**src/rtl/updown_pkg.sv**
```systemverilog
// Shared types and helpers for the prescaled up/down counter.
// Holds the state encoding, the default widths and the wrapping step functions.
package updown_pkg;

  localparam int Q_W   = 4;
  localparam int DIV_W = 3;

  typedef enum logic [3:0] {
    S0, S1, S2,  S3,  S4,  S5,  S6,  S7,
    S8, S9, S10, S11, S12, S13, S14, S15
  } state_t;

  // Modulo-16 arithmetic on a 4-bit state gives the 15->0 and 0->15 wraps.
  function automatic state_t f_up(input state_t s);
    return state_t'(s + 4'd1);
  endfunction

  function automatic state_t f_down(input state_t s);
    return state_t'(s - 4'd1);
  endfunction

endpackage

```
**src/rtl/clk_div_tick.sv**
```systemverilog
// Programmable prescaler: produces a one-cycle enable tick every div clocks.
// div values 0 and 1 both give a tick on every cycle.
module clk_div_tick
  import updown_pkg::*;
#(
  parameter int DIV_W_P = DIV_W
) (
  input  logic               clk,
  input  logic               clear,
  input  logic [DIV_W_P-1:0] div,
  output logic               tick
);

  logic [DIV_W_P-1:0] pcnt_q;
  logic [DIV_W_P-1:0] pcnt_d;

  // Comparing with >= lets a lowered div fire at once instead of waiting for a wrap.
  always_comb begin
    if (div <= DIV_W_P'(1)) tick = 1'b1;
    else                    tick = (pcnt_q >= (div - DIV_W_P'(1)));
  end

  assign pcnt_d = tick ? '0 : pcnt_q + DIV_W_P'(1);

  // NOTE: state registers use non-blocking assignments and clear is in the
  // sensitivity list so it takes effect without a clock edge.
  always_ff @(posedge clk or posedge clear) begin
    if (clear) pcnt_q <= '0;
    else       pcnt_q <= pcnt_d;
  end

endmodule

```
**src/rtl/updown_prescaled_counter.sv**
```systemverilog
// 16-state Moore up/down counter advanced only on prescaler ticks.
// clear resets everything asynchronously; reset clears only the counter, synchronously.
module updown_prescaled_counter
  import updown_pkg::*;
#(
  parameter int Q_W_P   = Q_W,
  parameter int DIV_W_P = DIV_W
) (
  input  logic               clk,
  input  logic               clear,
  input  logic               reset,
  input  logic               ud,
  input  logic [DIV_W_P-1:0] div,
  output logic               tick,
  output logic [Q_W_P-1:0]   q
);

  state_t state_q;
  state_t state_d;

  clk_div_tick #(
    .DIV_W_P (DIV_W_P)
  ) u_div (
    .clk   (clk),
    .clear (clear),
    .div   (div),
    .tick  (tick)
  );

  // NOTE: state_d gets a default before the case so no latch is inferred
  // for the hold branch.
  always_comb begin
    state_d = state_q;
    if (reset) begin
      state_d = S0;
    end else begin
      unique case ({tick, ud})
        2'b11:   state_d = f_up(state_q);
        2'b10:   state_d = f_down(state_q);
        default: state_d = state_q;
      endcase
    end
  end

  always_ff @(posedge clk or posedge clear) begin
    if (clear) state_q <= S0;
    else       state_q <= state_d;
  end

  assign q = state_q;

endmodule

```
**config.mk**
```make
export PLATFORM = sky130hd
export DESIGN_NAME = updown_prescaled_counter
export DESIGN_NICKNAME = d
export VERILOG_FILES = /design/src/rtl/updown_pkg.sv /design/src/rtl/clk_div_tick.sv /design/src/rtl/updown_prescaled_counter.sv
export SDC_FILE = /design/constraint.sdc
export NUM_CORES = 1
export LEC_CHECK = 0
export ABC_CLOCK_PERIOD_IN_PS = 7550
export BUFFER_PORTS_ARGS = -buffer_cell sky130_fd_sc_hd__buf_2
export CAP_MARGIN = 5
export CORE_MARGIN = 4
export CORE_UTILIZATION = 25
export CTS_BUF_LIST = sky130_fd_sc_hd__clkbuf_4 sky130_fd_sc_hd__clkbuf_8
export CTS_CLUSTER_DIAMETER = 200
export DETAILED_ROUTE_END_ITERATION = 8
export PLACE_DENSITY = 0.41
export SETUP_SLACK_MARGIN = 0.05
export SLEW_MARGIN = 20
export SYNTH_ARGS = -nofsm -noshare
export SYNTH_HDL_FRONTEND = slang
export SYNTH_HIERARCHICAL = 1
export SYNTH_SLANG_ARGS = --single-unit
```
**constraint.sdc**
```tcl
create_clock -name clk -period 7.55 [get_ports clk]
set_input_delay 0.755 -clock clk [delete_from_list [all_inputs] [get_ports clk]]
set_output_delay 0.755 -clock clk [all_outputs]
set_load 0.005 [all_outputs]
```
# Word level (Yosys, flattened, before mapping)
# Cells that the tools add are included.
[word_totals]
ff_bits = 7
in_bits = 7
[classes]
n_addsub = 4
magnitude_cmp = 2
eq_ne = 2
mux = 4
n_reduce_logical = 1
[op_table]
columns = ["op", "n"]
rows = [
  ["4-bit case mux with 2 select lines", 1],
  ["4-bit by 1-bit adder with 4-bit output (second input constant)", 1],
  ["2-bit equality test (second input constant)", 2],
  ["4-bit two-way mux", 1],
  ["4-bit by 1-bit subtractor with 4-bit output (second input constant)", 1],
  ["3-bit by 1-bit adder with 3-bit output (second input constant)", 1],
  ["3-bit greater-or-equal comparator", 1],
  ["3-bit by 1-bit <= comparator with 1-bit output (second input constant)", 1],
  ["3-bit two-way mux", 1],
  ["3-bit nonzero test", 1],
  ["3-bit by 1-bit subtractor with 3-bit output (second input constant)", 1],
  ["1-bit two-way mux", 1],
]

# Longest topological paths before layout
# Gate-level depths: netlist of run 1.
[depth]
depth_word = 6
ltp_mapped = 13

# Cells and area by module
# The synthesis of run 1 kept the hierarchy.
[modules_own_cells]
columns = ["module", "instances", "cells_each", "area_each_um2", "seq_area_each_um2"]
rows = [
  ["updown_prescaled_counter", 1, 27, 262.8, 100.1],
  ["clk_div_tick", 1, 24, 245.2, 75.1],
]

# Worst setup path before layout of run 1
# Ideal clock, no wire load.
[synth_timing]
kind = "input -> register"
startpoint = "input port div[0]"
endpoint = "register state_q[3], in the netlist q[3]"
t_arrival_ns = 3.181
required_ns = 7.425
slack_ns = 4.244
path_stages = 12
path_buffers = 0
cell_sequence = "inv_1 > ha_1 > ha_1 > o21ai_0 > nor2_1 > or3_1 > nor2b_1 > ha_1 > a31oi_1 > nor2_1 > o21a_1 > mux2_4"
[synth_via]
elab_chain_cells = 6
[synth_lines]
columns = ["element", "line", "rtl"]
rows = [
  ["from (decl)", "updown_prescaled_counter.sv:13", "input logic [DIV_W_P-1:0] div,"],
  ["3-bit by 1-bit subtractor with 3-bit output", "clk_div_tick.sv:20", "else tick = (pcnt_q >= (div - DIV_W_P'(1)));"],
  ["3-bit greater-or-equal comparator", "clk_div_tick.sv:20", ""],
  ["1-bit two-way mux (*)", "clk_div_tick.sv:19", "if (div <= DIV_W_P'(1)) tick = 1'b1;"],
  ["via tick", "updown_prescaled_counter.sv:14", "output logic tick,"],
  ["2-bit equality test", "updown_prescaled_counter.sv:37", "unique case ({tick, ud})"],
  ["4-bit case mux with 2 select lines", "updown_prescaled_counter.sv:37", ""],
  ["4-bit two-way mux", "updown_prescaled_counter.sv:34", "if (reset) begin"],
  ["to (signal assigned)", "updown_prescaled_counter.sv:47", "else state_q <= state_d;"],
  ["to (decl)", "updown_prescaled_counter.sv:18", "state_t state_q;"],
]
# Mark *: on every way through the listed nets, which the timed path passes. The rest lies on a longest branch.
# A chain may end at the register's enable or synchronous reset.

# Final worst setup path of run 1
[layout_timing]
startpoint = "input port div[0]"
endpoint = "register state_q[3], in the netlist q[3]"
[layout_via]
elab_chain_cells = 6
[layout_lines]
columns = ["element", "line"]
rows = [
  ["3-bit by 1-bit subtractor with 3-bit output", "clk_div_tick.sv:20"],
  ["3-bit greater-or-equal comparator", "clk_div_tick.sv:20"],
  ["1-bit two-way mux (*)", "clk_div_tick.sv:19"],
  ["2-bit equality test", "updown_prescaled_counter.sv:37"],
  ["4-bit case mux with 2 select lines", "updown_prescaled_counter.sv:37"],
  ["4-bit two-way mux", "updown_prescaled_counter.sv:34"],
]
# Every way passes the cells marked *; elsewhere a longest branch is shown, timed or not.

==> results.ini, run 1 <==
[status]
status=complete, no violations

[worst_setup_path]
cp_max_fo=7
r2r_start=u_div/pcnt_q[0]$_DFF_PP0_
required_ps=7680
worstReg2RegEnd=q[3]$_DFFE_PP0P_
critical-path-top-cell-by-count=ha_1
timing.critical_path.cells=buf_2 > inv_1 > ha_1 > ha_1 > o21ai_0 > nor2_1 > or3_1 > nor2b_1 > ha_1 > a31oi_1 > nor2_1 > o21a_1 > mux2_4
crit_arrival_ps=3430
slowest_stage=or3_1
endpoint_kind=flop
crit_type=input pin to flop
start_kind=input pin
reg2reg_depth=11
rrSetupSlack_ps=4770
crit_buf_inv=2
critPathTopFamily=adder cells
slowest_delay_ps=480

[timing]
setup_viol=0
period_minus_slack_ps=3300
slew_headroom_pct=81.8
fin_skew_ps=4.33
post-route-period-util_pct=43.7
final_max_slew_viol_count=0
rsz0062_at_grt=false
tightest_slew_ps=270
hold_slack_ps=376
setup_slack_ps=4250
finalHoldViolCount=0
max_clock_freq_mhz=303
tns_ps=0

[floorplan]
io_pins=12
rows=16
die_y_um=53.1
core-area_um2=1940
die_x_um=53.1
start_util_pct=26.2
dieArea_um2=2820

[power_and_ir_drop]
power.total_w=0.000206
vdd_drop_max_v=0.000148
powerDensity_nw_per_um2=329
static-leakage-power_nw=0.335

[grt]
overflow=0
grt_use_total_pct=7.64
grt_first_pass_wirelength_um=1520
grt_max_degree=8
grt_pass1_vias=361
antenna_found_initial=0

[clock_network]
cts_tree=built
cts_inserted_buffers=3
clk_pin_slew_worst_paths_ps=50
post_cts_buffers=0
clockBufferDepth=2
cts-resized-gates=0
h-tree-depth=1
clock_sinks=7
root_buffer=clkbuf_4
postCtsHoldBufs=0
clk_latency_ps=250

[layout]
antennaDiodeCount=0
drive_gt1_share_pct=27.3
final_nets=82
syn_to_final_growth_pct=23.4
fin_cells=93

[job]
maxCapViolCount=0

[logic_synthesis]
yosys.cell_types.count=22
netlist_area_um2=508
ys_warn_count=6
postSynthAreaPerCell_um2=9.96
postSynthRegisterBits=7
syn_nets=66
synth-seq-area-share_pct=34.5
synth_cells=51

[place]
post-place-ws_ps=3970
io_buffers=11
dp.cells=89
gp_congestion=0.729
hpwl_um=747

[detailed_routing]
drt_iter0_drc=3
drcViolationCount=0
ant_nets=0
vias=390
drt-vias-per-instance=4.19
wire_per_inst_um=9.38
wirelength_um=872
drt_pass1_iterations=2

[hold_path]
hold_path.class=input pin to async pin

## synth_stat cells
master | n | area [um2]
xnor2_1 | 3 | 26.3
o21a_1 | 2 | 15.0
o21ba_2 | 1 | 10.0
o22ai_1 | 1 | 6.26
and2b_1 | 1 | 7.51
nor2_1 | 6 | 22.5
ha_1 | 8 | 100
dfrtp_1 | 7 | 175
nor3b_2 | 1 | 12.5
or3_1 | 1 | 6.26
o21ai_0 | 1 | 5.00
a31oi_1 | 1 | 6.26
nand2b_1 | 2 | 12.5
nor3_1 | 1 | 5.00
nor4b_1 | 1 | 8.76
mux2i_1 | 1 | 10.0
nor4_1 | 2 | 12.5
mux2_4 | 1 | 15.0
xor2_1 | 2 | 17.5
a21oi_1 | 1 | 5.00
inv_1 | 6 | 22.5
nor2b_1 | 1 | 6.26
## placed cells by master, fill, tap and decap left out
cell / Yosys / final
mux2_4: 1 / 1
nor4b_1: 1 / 1
nor3_1: 1 / 1
ha_1: 8 / 8
buf_2: 0 / 11
or3_1: 1 / 1
nor2_1: 6 / 6
dfrtp_1: 7 / 7
nand2b_1: 2 / 2
inv_1: 6 / 6
mux2i_1: 1 / 1
o21ai_0: 1 / 1
o21ba_2: 1 / 1
a21oi_1: 1 / 1
nor3b_2: 1 / 1
a31oi_1: 1 / 1
xnor2_1: 3 / 3
o21a_1: 2 / 2
and2b_1: 1 / 1
xor2_1: 2 / 2
o22ai_1: 1 / 1
nor2b_1: 1 / 1
clkbuf_4: 0 / 4
nor4_1: 2 / 2
## how the worst max path moves through the flow
stage                     startpoint                to  depth (start not counted)
after floorplan               div[0]  q[3]$_DFFE_PP0P_                         12
after global placement        div[0]  q[3]$_DFFE_PP0P_                         13
after detailed placement      div[0]  q[3]$_DFFE_PP0P_                         13
after CTS                     div[0]  q[3]$_DFFE_PP0P_                         13
after global routing          div[0]  q[3]$_DFFE_PP0P_                         14
final                         div[0]  q[3]$_DFFE_PP0P_                         13
## power breakdown
part / total (W) / switching [W] / internal (W)
Combinational: 0.000101 / 0.0000484 / 0.0000530
Sequential: 0.0000677 / 0.0000143 / 0.0000534
Clock: 0.0000370 / 0.0000133 / 0.0000237
## per-layer routing
metal | part of all wire, % | vias up | global-route usage, %
met2 | 45 | 7 | 10.7
met3 | 6.0 | 0 | 3.66
li1 | - | 208 | -
met5 | 0 | - | 0
met4 | 0 | 0 | 3.83
met1 | 49 | 175 | 9.56
## logic make-up (layout without fill, tap and decap cells)
family                     after synthesis  after routing  share of synthesized area (%)
xor gates and xnor gates                 5              5                           8.62
muxes                                    2              2                           4.93
adders and majority gates                8              8                           19.7
and+or+nand+nor                         16             16                           18.5
DFF                                      7              7                           34.5
buffers and inverters                    6             21                           4.43
AOI/OAI and AO/OA                        7              7                           9.36
## sequential cells by signal, indices dropped and copies added (netlist names)
register,count
u_div/pcnt_q,3
q,4
## through the flow
step           util (%)  instance area, um2
2_1_floorplan         -                 508
3_3_place_gp       30.7                 597
3_5_place_dp       30.7                 597
4_1_cts            32.3                 627
5_1_grt            32.3                 627
6_report           32.3                 627
## cell type report
| cell class | count | area, um2 |
|---|---|---|
| Inverter | 6 | 22.5 |
| Tap cell | 27 | 33.8 |
| Sequential cell | 7 | 175 |
| Fill cell | 211 | 1320 |
| Clock buffer | 4 | 30.0 |
| Multi-Input combinational cell | 38 | 310 |
| Timing Repair Buffer | 11 | 55.1 |
Power figures use the tool's default switching activity.
==> run 2: changes to the inputs <==
ABC_CLOCK_PERIOD_IN_PS = 3300   (was 7550)
clock period = 3.3 ns   (was 7.55 ns; I/O delays follow)
==> run 2 against run 1 <==
Effect of this change: die area unchanged; register-to-register slack got worse by 4100 ps; core utilization increased by 0.90 points.
==> results.ini, run 2 (synthesis gave the netlist of run 1 again) <==
[status]
status=complete, no violations

[timing]
fin_skew_ps=8.70
tns_ps=0
final_max_slew_viol_count=0
slew_headroom_pct=81.6
max_clock_freq_mhz=368
period_minus_slack_ps=2720
post-route-period-util_pct=82.4
finalHoldViolCount=0
hold_slack_ps=298
rsz0062_at_grt=false
tightest_slew_ps=272
setup_viol=0

[detailed_routing]
drcViolationCount=0
drt_pass1_iterations=2
wirelength_um=905
ant_nets=0
drt-vias-per-instance=4.11
drt_iter0_drc=3
wire_per_inst_um=9.53
vias=390

[clock_network]
h-tree-depth=1
cts_inserted_buffers=3
clock_sinks=7
cts_tree=built
clk_pin_slew_worst_paths_ps=60
post_cts_buffers=0
clk_latency_ps=250
root_buffer=clkbuf_4
clockBufferDepth=2

[layout]
drive_gt1_share_pct=27.9
final_nets=84
antennaDiodeCount=0
mostFrequentLayoutCells=buf_2, ha_1, dfrtp_1, nor2_1, inv_1
largest_reg_flops=4
syn_to_final_growth_pct=26.8
final_common_cell=buf_2

[grt]
grt_pass1_vias=376
grt_use_total_pct=7.94
grt_first_pass_wirelength_um=1540
grt_max_degree=7
antenna_found_initial=0
overflow=0

[floorplan]
dieArea_um2=2820
rows=16
core-area_um2=1940
io_pins=12
die_y_um=53.1
start_util_pct=26.2
die_x_um=53.1

[hold_path]
whs_path_depth=2
hold_end=q[1]$_DFFE_PP0P_
hold_path.class=input pin to flop
hp-start=reset

[power_and_ir_drop]
vdd_drop_max_v=0.000264
power.total_w=0.000487
static-leakage-power_nw=0.344
powerDensity_nw_per_um2=755

[worst_setup_path]
endpoint_kind=flop
rrSetupSlack_ps=670
reg2reg_depth=11
worstReg2RegEnd=q[3]$_DFFE_PP0P_
required_ps=3440
crit_type=input pin to flop
start_kind=input pin
crit_arrival_ps=2860
r2r_start=u_div/pcnt_q[0]$_DFF_PP0_
cp_max_fo=4

[place]
gp_congestion=0.719
hpwl_um=765
io_buffers=11

[job]
maxCapViolCount=0

-- run 2: cell count changes in the layout (fill, tap and decap cells not counted), sizes merged --
| cell | previous run | this run |
|---|---|---|
| buf | 11 | 12 |
| dlygate4sd3 | 0 | 1 |
-- run 2: stage by stage --
| stage | cells | utilization, % | area, um2 | worst slack [ps] |
|---|---|---|---|---|
| finish | 95 | 33.2 | 644 | 580 |
| global route | 95 | 33.2 | 644 | 413 |
| CTS | 95 | 33.2 | 644 | 575 |
| detailed placement | 90 | 31.1 | 604 | 302 |
| global placement | 90 | 31.1 | 604 | 299 |
| floorplan | 51 | - | 508 | 419 |
-- run 2: worst max-delay path, cell delays in order --
cell     delay, ps
buf_2          100
inv_1           50
ha_1           290
ha_1           270
o21ai_0        150
nor2_1         100
or3_1          370
nor2b_1        170
ha_1           320
a31oi_1        170
nor2_1          50
o21a_1         190
mux2_4         290
-- run 2: cell type report --
cell class | count | area (um2)
fillers | 215 | 1300
multi-input cells | 38 | 310
flip-flops and latches | 7 | 175
repair buffers | 13 | 72.6
well taps | 27 | 33.8
clock buffers | 4 | 30.0
inverters | 6 | 22.5
-- run 2: worst max path at each step --
| stage | cells after the start | slack, ps | end | from |
|---|---|---|---|---|
| 2_1_floorplan | 12 | 420 | q[3]$_DFFE_PP0P_ | div[0] |
| 3_3_place_gp | 13 | 300 | q[3]$_DFFE_PP0P_ | div[0] |
| 3_5_place_dp | 13 | 300 | q[3]$_DFFE_PP0P_ | div[0] |
| 4_1_cts | 13 | 570 | q[3]$_DFFE_PP0P_ | div[0] |
| 5_1_grt | 13 | 410 | q[3]$_DFFE_PP0P_ | div[0] |
| 6_report | 13 | 580 | q[3]$_DFFE_PP0P_ | div[0] |
-- run 2: per-layer routing --
layer | share of wire (%) | track usage [%] | up-vias
li1 | - | - | 213
met1 | 49 | 9.74 | 168
met2 | 43 | 11.2 | 7
met3 | 6.1 | 3.38 | 2
met4 | 1.3 | 5.11 | 0
met5 | 0 | 0 | -
-- run 2: power by group --
part,total (W),internal [W],switching [W]
sequential,0.000155,0.000122,0.0000329
combinational,0.000246,0.000131,0.000115
clock,0.0000858,0.0000544,0.0000314
total,0.000487,0.000308,0.000179
-- run 2: repair_timing --
action                    4_1_cts  5_1_grt
resized for setup               0        0
hold endpoints to repair        7        0
hold buffers                    1        0
